## src/rtl/esp8266_pkg.sv

```systemverilog
// rtl/esp8266_pkg.sv - shared states, ASCII constants and reply patterns for the ESP8266 command sequencer
package esp8266_pkg;

   typedef enum logic [2:0] {
      ST_IDLE,
      ST_FETCH,
      ST_SEND,
      ST_WAIT_OK,
      ST_GAP,
      ST_FINISH,
      ST_FAIL
   } state_t;

   localparam logic [7:0] ASCII_CR  = 8'h0D;
   localparam logic [7:0] ASCII_LF  = 8'h0A;
   localparam logic [7:0] ASCII_O   = 8'h4F;
   localparam logic [7:0] ASCII_K   = 8'h4B;
   localparam logic [7:0] ASCII_END = 8'h00;

   localparam logic [31:0] OK_PATTERN    = {ASCII_O, ASCII_K, ASCII_CR, ASCII_LF};
   localparam logic [55:0] ERROR_PATTERN = {8'h45, 8'h52, 8'h52, 8'h4F, 8'h52, ASCII_CR, ASCII_LF};

endpackage

```

## src/rtl/esp8266_cmd_rom.sv

```systemverilog
// rtl/esp8266_cmd_rom.sv - synchronous byte ROM holding the AT command table
module esp8266_cmd_rom
   import esp8266_pkg::*;
#(
   parameter int unsigned ROM_AW = 6
) (
   input  logic              Clk,
   input  logic [ROM_AW-1:0] addr,
   output logic [7:0]        data
);

   localparam int unsigned TABLE_LEN = 35;

   // Each command ends in CR LF; a 0x00 where a command would start ends the table.
   localparam logic [7:0] TABLE [0:TABLE_LEN-1] = '{
      "A", "T", "+", "C", "I", "P", "M", "U", "X", "=", "1", ASCII_CR, ASCII_LF,
      "A", "T", "+", "C", "I", "P", "S", "E", "R", "V", "E", "R", "=", "1", ",",
      "8", "0", "8", "0", ASCII_CR, ASCII_LF,
      ASCII_END
   };

   always_ff @(posedge Clk) begin
      if (addr < ROM_AW'(TABLE_LEN)) begin
         data <= TABLE[addr];
      end else begin
         data <= ASCII_END;
      end
   end

endmodule

```

## src/rtl/esp8266_cmd_seq.sv

```systemverilog
// rtl/esp8266_cmd_seq.sv - AT command sequencer with OK handshake and retries; ESP_ERROR_DETECT_EN adds ERROR reply detection
module esp8266_cmd_seq
   import esp8266_pkg::*;
#(
   parameter int unsigned ROM_AW      = 6,
   parameter int unsigned TIMEOUT_CYC = 5000000,
   parameter int unsigned GAP_CYC     = 2500,
   parameter int unsigned MAX_RETRY   = 3
) (
   input  logic       Clk,
   input  logic       Rst_n,
   input  logic       Start,
   output logic [7:0] Tx_data,
   output logic       Tx_valid,
   input  logic       Tx_ready,
   input  logic [7:0] Rx_data,
   input  logic       Rx_valid,
   output logic       Busy,
   output logic       Done,
   output logic       Error,
   output logic [3:0] Cmd_idx
);

`ifdef ESP_ERROR_DETECT_EN
   localparam int unsigned MW = 56;
`else
   localparam int unsigned MW = 32;
`endif

   state_t              state_q, state_d;
   logic [ROM_AW-1:0]   addr_q, addr_d;
   logic [ROM_AW-1:0]   base_q, base_d;
   logic [7:0]          retry_q, retry_d;
   logic [31:0]         timer_q, timer_d;
   logic [MW-1:0]       match_q, match_d;
   logic [MW-1:0]       match_sh;
   logic [7:0]          tx_data_q, tx_data_d;
   logic                tx_valid_q, tx_valid_d;
   logic                done_q, done_d;
   logic                error_q, error_d;
   logic [3:0]          idx_q, idx_d;
   logic                ok_hit, err_hit, timeout;
   logic [7:0]          rom_data;

   // The ROM is addressed with the next address so its data is ready in FETCH.
   esp8266_cmd_rom #(.ROM_AW(ROM_AW)) u_rom (
      .Clk  (Clk),
      .addr (addr_d),
      .data (rom_data)
   );

   always_ff @(posedge Clk or negedge Rst_n) begin
      if (!Rst_n) begin
         state_q    <= ST_IDLE;
         addr_q     <= '0;
         base_q     <= '0;
         retry_q    <= '0;
         timer_q    <= '0;
         match_q    <= '0;
         tx_data_q  <= '0;
         tx_valid_q <= 1'b0;
         done_q     <= 1'b0;
         error_q    <= 1'b0;
         idx_q      <= '0;
      end else begin
         state_q    <= state_d;
         addr_q     <= addr_d;
         base_q     <= base_d;
         retry_q    <= retry_d;
         timer_q    <= timer_d;
         match_q    <= match_d;
         tx_data_q  <= tx_data_d;
         tx_valid_q <= tx_valid_d;
         done_q     <= done_d;
         error_q    <= error_d;
         idx_q      <= idx_d;
      end
   end

   always_comb begin
      state_d    = state_q;
      addr_d     = addr_q;
      base_d     = base_q;
      retry_d    = retry_q;
      timer_d    = timer_q;
      match_d    = match_q;
      tx_data_d  = tx_data_q;
      tx_valid_d = tx_valid_q;
      done_d     = done_q;
      error_d    = error_q;
      idx_d      = idx_q;
      match_sh   = Rx_valid ? {match_q[MW-9:0], Rx_data} : match_q;
      ok_hit     = Rx_valid && (match_sh[31:0] == OK_PATTERN);
`ifdef ESP_ERROR_DETECT_EN
      err_hit    = Rx_valid && (match_sh == ERROR_PATTERN);
`else
      err_hit    = 1'b0;
`endif
      timeout    = (timer_q == TIMEOUT_CYC - 1);

      case (state_q)
         ST_IDLE: begin
            if (Start) begin
               done_d  = 1'b0;
               error_d = 1'b0;
               addr_d  = '0;
               base_d  = '0;
               retry_d = '0;
               idx_d   = '0;
               state_d = ST_FETCH;
            end
         end
         ST_FETCH: begin
            if (rom_data == ASCII_END && addr_q == base_q) begin
               state_d = ST_FINISH;
            end else begin
               tx_data_d  = rom_data;
               tx_valid_d = 1'b1;
               state_d    = ST_SEND;
            end
         end
         ST_SEND: begin
            if (Tx_ready) begin
               tx_valid_d = 1'b0;
               addr_d     = addr_q + ROM_AW'(1);
               if (tx_data_q == ASCII_LF) begin
                  match_d = '0;
                  timer_d = '0;
                  state_d = ST_WAIT_OK;
               end else begin
                  state_d = ST_FETCH;
               end
            end
         end
         ST_WAIT_OK: begin
            match_d = match_sh;
            timer_d = timer_q + 32'd1;
            // An OK arriving on the timeout cycle still counts as success.
            if (ok_hit) begin
               base_d  = addr_q;
               retry_d = '0;
               idx_d   = (idx_q == 4'd15) ? idx_q : idx_q + 4'd1;
               timer_d = '0;
               state_d = ST_GAP;
            end else if (err_hit || timeout) begin
               if (retry_q == 8'(MAX_RETRY)) begin
                  state_d = ST_FAIL;
               end else begin
                  retry_d = retry_q + 8'd1;
                  addr_d  = base_q;
                  state_d = ST_FETCH;
               end
            end
         end
         ST_GAP: begin
            timer_d = timer_q + 32'd1;
            if (timer_q == GAP_CYC - 1) begin
               state_d = ST_FETCH;
            end
         end
         ST_FINISH: begin
            done_d  = 1'b1;
            state_d = ST_IDLE;
         end
         ST_FAIL: begin
            error_d = 1'b1;
            state_d = ST_IDLE;
         end
         default: state_d = ST_IDLE;
      endcase
   end

   assign Tx_data  = tx_data_q;
   assign Tx_valid = tx_valid_q;
   assign Busy     = (state_q != ST_IDLE);
   assign Done     = done_q;
   assign Error    = error_q;
   assign Cmd_idx  = idx_q;

endmodule

```

## config.mk

```make
export PLATFORM = sky130hd
export DESIGN_NAME = esp8266_cmd_seq
export DESIGN_NICKNAME = d
export VERILOG_FILES = /design/src/rtl/esp8266_pkg.sv /design/src/rtl/esp8266_cmd_rom.sv /design/src/rtl/esp8266_cmd_seq.sv
export SDC_FILE = /design/constraint.sdc
export NUM_CORES = 1
export LEC_CHECK = 0
export ABC_AREA = 1
export CELL_PAD_IN_SITES_DETAIL_PLACEMENT = 1
export CELL_PAD_IN_SITES_GLOBAL_PLACEMENT = 2
export CORE_MARGIN = 2
export CORE_UTILIZATION = 36
export CTS_BUF_LIST = sky130_fd_sc_hd__clkbuf_4 sky130_fd_sc_hd__clkbuf_8
export DETAILED_ROUTE_END_ITERATION = 16
export GPL_ROUTABILITY_DRIVEN = 1
export PLACE_DENSITY = 0.84
export SLEW_MARGIN = 20
export SYNTH_ARGS = -nofsm -noshare
export SYNTH_HDL_FRONTEND = slang
export SYNTH_HIERARCHICAL = 1
export SYNTH_SLANG_ARGS = --single-unit
export TNS_END_PERCENT = 100
```

## constraint.sdc

```tcl
create_clock -name Clk -period 3.6 [get_ports Clk]
set_clock_uncertainty 0.1 [all_clocks]
set_input_delay 0.72 -clock Clk [delete_from_list [all_inputs] [get_ports Clk]]
set_output_delay 0.72 -clock Clk [all_outputs]
set_load 0.005 [all_outputs]
```

==> impl_metrics.py, run 1 <==
metrics = {
    "clock_tree": {
        "holdBufCountCts": 0,
        "cts.repair_timing.setup_buffer_count": 0,
        "clock_sinks": 109,
        "htree_levels": 3,
        "cts.root.buffer_cell": "sky130_fd_sc_hd__clkbuf_8",
        "post_cts_resized": 0,
        "clk-insertion-delay-late_ps": 400,
        "clk_path_buf_depth": 2,
        "cts_tree": "yes",
        "tritoncts_buffer_count": 9,
        "clk_pin_slew_ps": 120,
    },
    "yosys": {
        "postSynthRegisterBits": 109,
        "number_of_warnings_printed_during_yosys_synthesis": 6,
        "seq_area_frac_synth": 0.374,
        "most_frequent_cell_after_synthesis": "sky130_fd_sc_hd__nand2_1",
        "synth.top_cells.by_area": "sky130_fd_sc_hd__dfrtp_1, sky130_fd_sc_hd__nand2_1, sky130_fd_sc_hd__nand3_1",
        "synth.distinct_cells": 44,
        "synth_enable_flop_cells": 0,
        "yosysTopAreaCell": "sky130_fd_sc_hd__dfrtp_1",
        "synth_commonest_cells": "sky130_fd_sc_hd__nand2_1, sky130_fd_sc_hd__inv_1, sky130_fd_sc_hd__nor2_1",
        "post-synth-top-area-fraction": 0.355,
        "post_synthesis_mean_instance_area_um2": 6.66,
        "synth-async-reset-ratio": 0.936,
        "netlist_instances": 1080,
        "netlist_area_pre_place_mm2": 0.00719,
        "synth_fp_nets": 1105,
        "synth_top_flop_cell": "sky130_fd_sc_hd__dfrtp_1",
    },
    "timing": {
        "rsz0062_at_grt": "no",
        "worst_slew_margin_rel": 0.423,
        "fmaxAchievable_mhz": 303,
        "final_hold_viol_count": 0,
        "final.min_clock_period_ps": 3300,
        "total_negative_setup_slack_ps": 0,
        "setup_violations": 0,
        "worst_hold_margin_ps": 193,
        "period_utilization_post_route": 0.916,
        "max_slew.worst_pin.slew_ps": 856,
        "report.final.slew_viol_count": 0,
    },
    "route": {
        "detailroute.via_count": 7104,
        "drt-initial-drc-count": 330,
        "routed_wl_mm": 22.1,
        "avgViaCountPerCell": 5.01,
        "routedWlPerCell_um": 15.6,
        "ant_nets": 0,
        "dr.pass1.iters": 4,
        "drc": 0,
    },
    "global_routing": {
        "via_count_of_the_first_global_routing_pass": 7379,
        "grt_start_max_net_pins": 64,
        "grt_pass1_wl_mm": 37.3,
        "initial_antenna_violation_count": 0,
        "grt-ovfl-total": 0,
        "groute.usage.overall": 0.214,
    },
    "worst_setup_path": {
        "worstPathCellList": "clkdlybuf4s50_1, buf_4, nand2_1, nand2_1, nand2_1, nor2_1, nand2_1, nor2_4, nand2_4, nand2_1, nand2_1, nand3_1, nand3_1, inv_1, ha_1, nand2_2, nand3_1, nand3_1, nand2_1, nand2_1, o21ai_2",
        "cp_data_required_time_ps": 3800,
        "crit_slowest_cell": "sky130_fd_sc_hd__clkdlybuf4s50_1",
        "critical-path-top-cell-by-count": "sky130_fd_sc_hd__nand2_1",
        "worst-setup-path-type": "input port to register",
        "timing.critical_path.fanout_max": 13,
        "worstPathBufferInverterCount": 3,
        "reg2reg_setup_slack_ps": 480,
        "worst_path_largest_cell_delay_ps": 570,
        "crit_path_end_kind": "register",
        "crit_arrival_ps": 3500,
        "worst_r2r_startpoint": "timer_q[1]",
        "r2r_end": "u_rom/data[3]",
        "timing.reg2reg.worst_path_depth": 19,
        "crit_path_start_kind": "input port",
        "path_delay_family": "simple AND/OR/NAND/NOR gates",
    },
    "pwr": {
        "maximum_ir_drop_on_the_vdd_rail_uv": 254,
        "power_per_cell_area_mw_per_mm2": 674,
        "p_total_uw": 5660,
        "leakagePower_uw": 0.00413,
    },
    "outcome": {
        "outcome": "finished, final reports clean",
    },
    "die": {
        "placeableCoreArea_mm2": 0.0195,
        "top_level_pins": 29,
        "chip_width_um": 145,
        "design.die.area_mm2": 0.0211,
        "placement_rows": 51,
        "effective_utilization_at_floorplan": 0.368,
        "dieHeight_um": 145,
    },
    "placed_design": {
        "detailedPlacementHpwl_mm": 16.5,
        "io_buffers": 28,
        "gp_congestion": 0.957,
        "detailed_place.area_mm2": 0.00817,
    },
    "hold_path": {
        "hp-class": "input port to asynchronous set/reset pin",
    },
    "flow_run": {
        "total_of_max_cap_violations": 0,
    },
    "layout": {
        "flow.area_growth_from_synthesis_pct": 16.7,
        "finalNetCount": 1174,
        "fin_area_mm2": 0.00840,
        "n_antenna_cell": 0,
        "layout-drive-gt1-share": 0.0979,
    },
}
-- logic make-up (layout without fill, tap and decap cells) --
group | count (synthesis) | count (layout) | share of synthesized area
other | 1 | 1 | 0.000521
flip-flops | 109 | 109 | 0.374
AND/OR/NAND/NOR | 662 | 662 | 0.391
adder cells (fa/ha/maj) | 12 | 12 | 0.0209
buffers and inverters | 165 | 239 | 0.0944
XOR/XNOR | 33 | 33 | 0.0402
AO/OA/AOI/OAI | 98 | 98 | 0.0783
-- metrics by stage --
step	utilization	worst slack, ps	instances
floorplan	-	399	1080
global placement	0.418	-53.5	1403
detailed placement	0.418	-85.5	1403
CTS	0.430	288	1419
global route	0.430	24.4	1419
finish	0.430	302	1419
-- report_power, final --
part	internal (uW)	switching, uW
Combinational	1040	1580
Sequential	1660	481
Clock	418	476
-- per-layer routing --
layer | GRT usage | vias to the layer above | wire length (um)
met2 | 0.356 | 73 | 10200
met5 | 0 | - | 0
met1 | 0.301 | 3458 | 11100
met4 | 0.0520 | 0 | 297
met3 | 0.0219 | 20 | 503
li1 | - | 3553 | -
-- flip-flops by register name, summed over array words and instances (netlist names) --
name / flops
state_q: 3
base_q: 6
u_rom/data: 7
timer_q: 32
Done: 1
Tx_valid: 1
Error: 1
retry_q: 8
addr_q: 6
match_q: 32
Tx_data: 8
Cmd_idx: 4
-- cell usage in the layout, fill, tap and decap left out, drive strengths merged, types with 20 or more instances in the layout --
cell type / synthesis / final
buf: 17 / 71
clkdlybuf4s50: 0 / 27
dfrtp: 102 / 102
inv: 122 / 123
nand2: 385 / 385
nand3: 105 / 105
nand4: 23 / 23
nor2: 115 / 115
nor3: 20 / 20
o21ai: 58 / 58
xor2: 24 / 24
-- how the worst max path moves through the flow --
stage                     startpoint       endpoint  slack [ps]  cells past startpoint
after global placement      Rx_valid  u_rom/data[3]         -50                     18
final                       Rx_valid  u_rom/data[1]         300                     21
after CTS                   Rx_valid  u_rom/data[0]         290                     18
after floorplan             Rx_valid  u_rom/data[1]         400                     19
after global routing        Rx_valid  u_rom/data[3]          20                     20
after detailed placement    Rx_valid  u_rom/data[0]         -90                     18
-- area by class of cell --
cell class              count  area, um^2
clock inverters             6        95.1
inverters                 125         473
fillers                  2594       11100
clock buffers              10         138
well taps                 265         332
multi-input cells         806        3830
repair buffers             98         841
flip-flops and latches    109        2690
No activity file was read; power rests on OpenSTA's default activity.
==> inputs of run 2 (changes only) <==
--- a/config.mk
+++ b/config.mk
@@ -9,11 +9,12 @@
 export CELL_PAD_IN_SITES_DETAIL_PLACEMENT = 1
 export CELL_PAD_IN_SITES_GLOBAL_PLACEMENT = 2
 export CORE_MARGIN = 2
-export CORE_UTILIZATION = 36
+export CORE_UTILIZATION = 39
 export CTS_BUF_LIST = sky130_fd_sc_hd__clkbuf_4 sky130_fd_sc_hd__clkbuf_8
 export DETAILED_ROUTE_END_ITERATION = 16
 export GPL_ROUTABILITY_DRIVEN = 1
-export PLACE_DENSITY = 0.84
+export PLACE_DENSITY = 0.9
+export SKIP_LAST_GASP = 1
 export SLEW_MARGIN = 20
 export SYNTH_ARGS = -nofsm -noshare
 export SYNTH_HDL_FRONTEND = slang
==> constraint.sdc (replaced) <==
create_clock -name Clk -period 3.8 [get_ports Clk]
set_clock_uncertainty 0.1 [all_clocks]
set_input_delay 0.76 -clock Clk [delete_from_list [all_inputs] [get_ports Clk]]
set_output_delay 0.76 -clock Clk [all_outputs]
set_load 0.005 [all_outputs]
==> impl_metrics.py, run 2 (same netlist as run 1, synthesis figures left out) <==
metrics = {
    "route": {
        "detailroute.via_count": 7044,
        "avgViaCountPerCell": 5.24,
        "drt-initial-drc-count": 456,
        "ant_nets": 0,
        "routed_wl_mm": 21.8,
        "drc": 0,
        "routedWlPerCell_um": 16.2,
        "dr.pass1.iters": 5,
    },
    "worst_setup_path": {
        "crit_path_start_kind": "input port",
        "crit_path_end_kind": "register",
        "worst_r2r_startpoint": "timer_q[0]",
        "worst-setup-path-type": "input port to register",
        "r2r_end": "u_rom/data[6]",
        "crit_arrival_ps": 3650,
        "reg2reg_setup_slack_ps": 460,
        "timing.reg2reg.worst_path_depth": 17,
        "timing.critical_path.fanout_max": 22,
        "cp_data_required_time_ps": 4000,
    },
    "clock_tree": {
        "tritoncts_buffer_count": 9,
        "clock_sinks": 109,
        "holdBufCountCts": 0,
        "htree_levels": 3,
        "cts_tree": "yes",
        "clk_path_buf_depth": 2,
        "cts.repair_timing.setup_buffer_count": 0,
        "cts.root.buffer_cell": "sky130_fd_sc_hd__clkbuf_8",
        "clk-insertion-delay-late_ps": 410,
        "clk_pin_slew_ps": 110,
        "post_cts_resized": 0,
    },
    "timing": {
        "total_negative_setup_slack_ps": 0,
        "fmaxAchievable_mhz": 290,
        "report.final.slew_viol_count": 0,
        "rsz0062_at_grt": "no",
        "setup_violations": 0,
        "max_slew.worst_pin.slew_ps": 909,
        "setup_slack_ps": 353,
        "final_hold_viol_count": 0,
        "worst_slew_margin_rel": 0.388,
        "period_utilization_post_route": 0.907,
        "final.min_clock_period_ps": 3450,
    },
    "die": {
        "effective_utilization_at_floorplan": 0.399,
        "chip_width_um": 140,
        "dieHeight_um": 140,
        "top_level_pins": 29,
        "placement_rows": 49,
        "placeableCoreArea_mm2": 0.0180,
        "design.die.area_mm2": 0.0195,
    },
    "global_routing": {
        "grt_start_max_net_pins": 47,
        "via_count_of_the_first_global_routing_pass": 7239,
        "grt-ovfl-total": 0,
        "grt_pass1_wl_mm": 36.8,
        "groute.usage.overall": 0.232,
        "initial_antenna_violation_count": 0,
    },
    "pwr": {
        "leakagePower_uw": 0.00391,
        "power_per_cell_area_mw_per_mm2": 637,
        "maximum_ir_drop_on_the_vdd_rail_uv": 281,
    },
    "layout": {
        "reg.largest.list": "match_q: 32 flops, timer_q: 32 flops",
        "final_core_utilization": 0.445,
        "layout-drive-gt1-share": 0.0664,
        "final_cells": 1344,
        "n_antenna_cell": 0,
        "fin_area_mm2": 0.00802,
        "layout_common_cells": "sky130_fd_sc_hd__nand2_1, sky130_fd_sc_hd__inv_1, sky130_fd_sc_hd__nor2_1",
        "finalNetCount": 1135,
        "flow.area_growth_from_synthesis_pct": 11.4,
        "layout_commonest_cell": "sky130_fd_sc_hd__nand2_1",
    },
    "flow_run": {
        "total_of_max_cap_violations": 0,
    },
    "placed_design": {
        "gp_congestion": 0.899,
        "io_buffers": 28,
        "detailed_place.area_mm2": 0.00782,
        "dpl.cell_count": 1328,
        "setup_slack_after_placement_ps": -55.2,
        "detailedPlacementHpwl_mm": 16.1,
    },
    "outcome": {
        "outcome": "finished, final reports clean",
    },
    "hold_path": {
        "hp-class": "input port to asynchronous set/reset pin",
    },
}
-- run 2: metal layers --
| metal | vias to the layer above | track usage | routed length (um) |
|---|---|---|---|
| met5 | - | 0 | 0 |
| met3 | 18 | 0.0399 | 515 |
| li1 | 3486 | - | - |
| met1 | 3468 | 0.325 | 10900 |
| met2 | 72 | 0.381 | 10100 |
| met4 | 0 | 0.0416 | 244 |
-- run 2: final cells by class --
cell class	instances	area, um^2
Fill cell	2396	10000
Multi-Input combinational cell	806	3830
Sequential cell	109	2690
Timing Repair Buffer	59	536
Inverter	125	473
Tap cell	229	287
Clock buffer	10	131
Clock inverter	6	70.1
-- run 2: worst max-delay path by stage --
stage               start             to  cells after the start
5_1_grt        timer_q[1]  u_rom/data[6]                     17
3_5_place_dp     Rx_valid  u_rom/data[3]                     20
3_3_place_gp     Rx_valid  u_rom/data[3]                     20
6_report         Rx_valid  u_rom/data[3]                     20
4_1_cts          Rx_valid  u_rom/data[3]                     20
2_1_floorplan    Rx_valid  u_rom/data[1]                     19
-- run 2: critical path: stages --
cell	delay [ps]
sky130_fd_sc_hd__clkdlybuf4s50_1	540
sky130_fd_sc_hd__buf_4	280
sky130_fd_sc_hd__nand2_1	80
sky130_fd_sc_hd__nand2_1	110
sky130_fd_sc_hd__nand2_1	60
sky130_fd_sc_hd__nor2_1	120
sky130_fd_sc_hd__nand2_1	100
sky130_fd_sc_hd__nor2_4	130
sky130_fd_sc_hd__nand2_4	90
sky130_fd_sc_hd__nand2_1	130
sky130_fd_sc_hd__nand3b_1	130
sky130_fd_sc_hd__nand4_1	160
sky130_fd_sc_hd__inv_1	120
sky130_fd_sc_hd__buf_4	160
sky130_fd_sc_hd__ha_1	200
sky130_fd_sc_hd__nand2_1	90
sky130_fd_sc_hd__nand2_1	70
sky130_fd_sc_hd__nor2_1	40
sky130_fd_sc_hd__o21ai_0	190
sky130_fd_sc_hd__a21oi_1	90
-- run 2: report_power, final --
group | leakage, uW | total (uW) | internal (uW) | switching [uW]
clock | 0.0000982 | 773 | 319 | 454
combinational | 0.00242 | 2310 | 830 | 1480
sequential | 0.00140 | 2030 | 1570 | 459
total | 0.00391 | 5110 | 2720 | 2390
-- run 2: per-stage QoR --
step,total power [uW],hold slack [ps]
detailed placement,4360,358
CTS,5160,285
global placement,4290,353
floorplan,3530,324
finish,5110,260
global route,5580,300
==> inputs of run 3 (changes only) <==
--- a/config.mk
+++ b/config.mk
@@ -11,6 +11,7 @@
 export CORE_MARGIN = 2
 export CORE_UTILIZATION = 39
 export CTS_BUF_LIST = sky130_fd_sc_hd__clkbuf_4 sky130_fd_sc_hd__clkbuf_8
+export CTS_CLUSTER_SIZE = 8
 export DETAILED_ROUTE_END_ITERATION = 16
 export GPL_ROUTABILITY_DRIVEN = 1
 export PLACE_DENSITY = 0.9
==> results of run 3 <==
Final layout, timing and power as in run 2 (identical DEF).
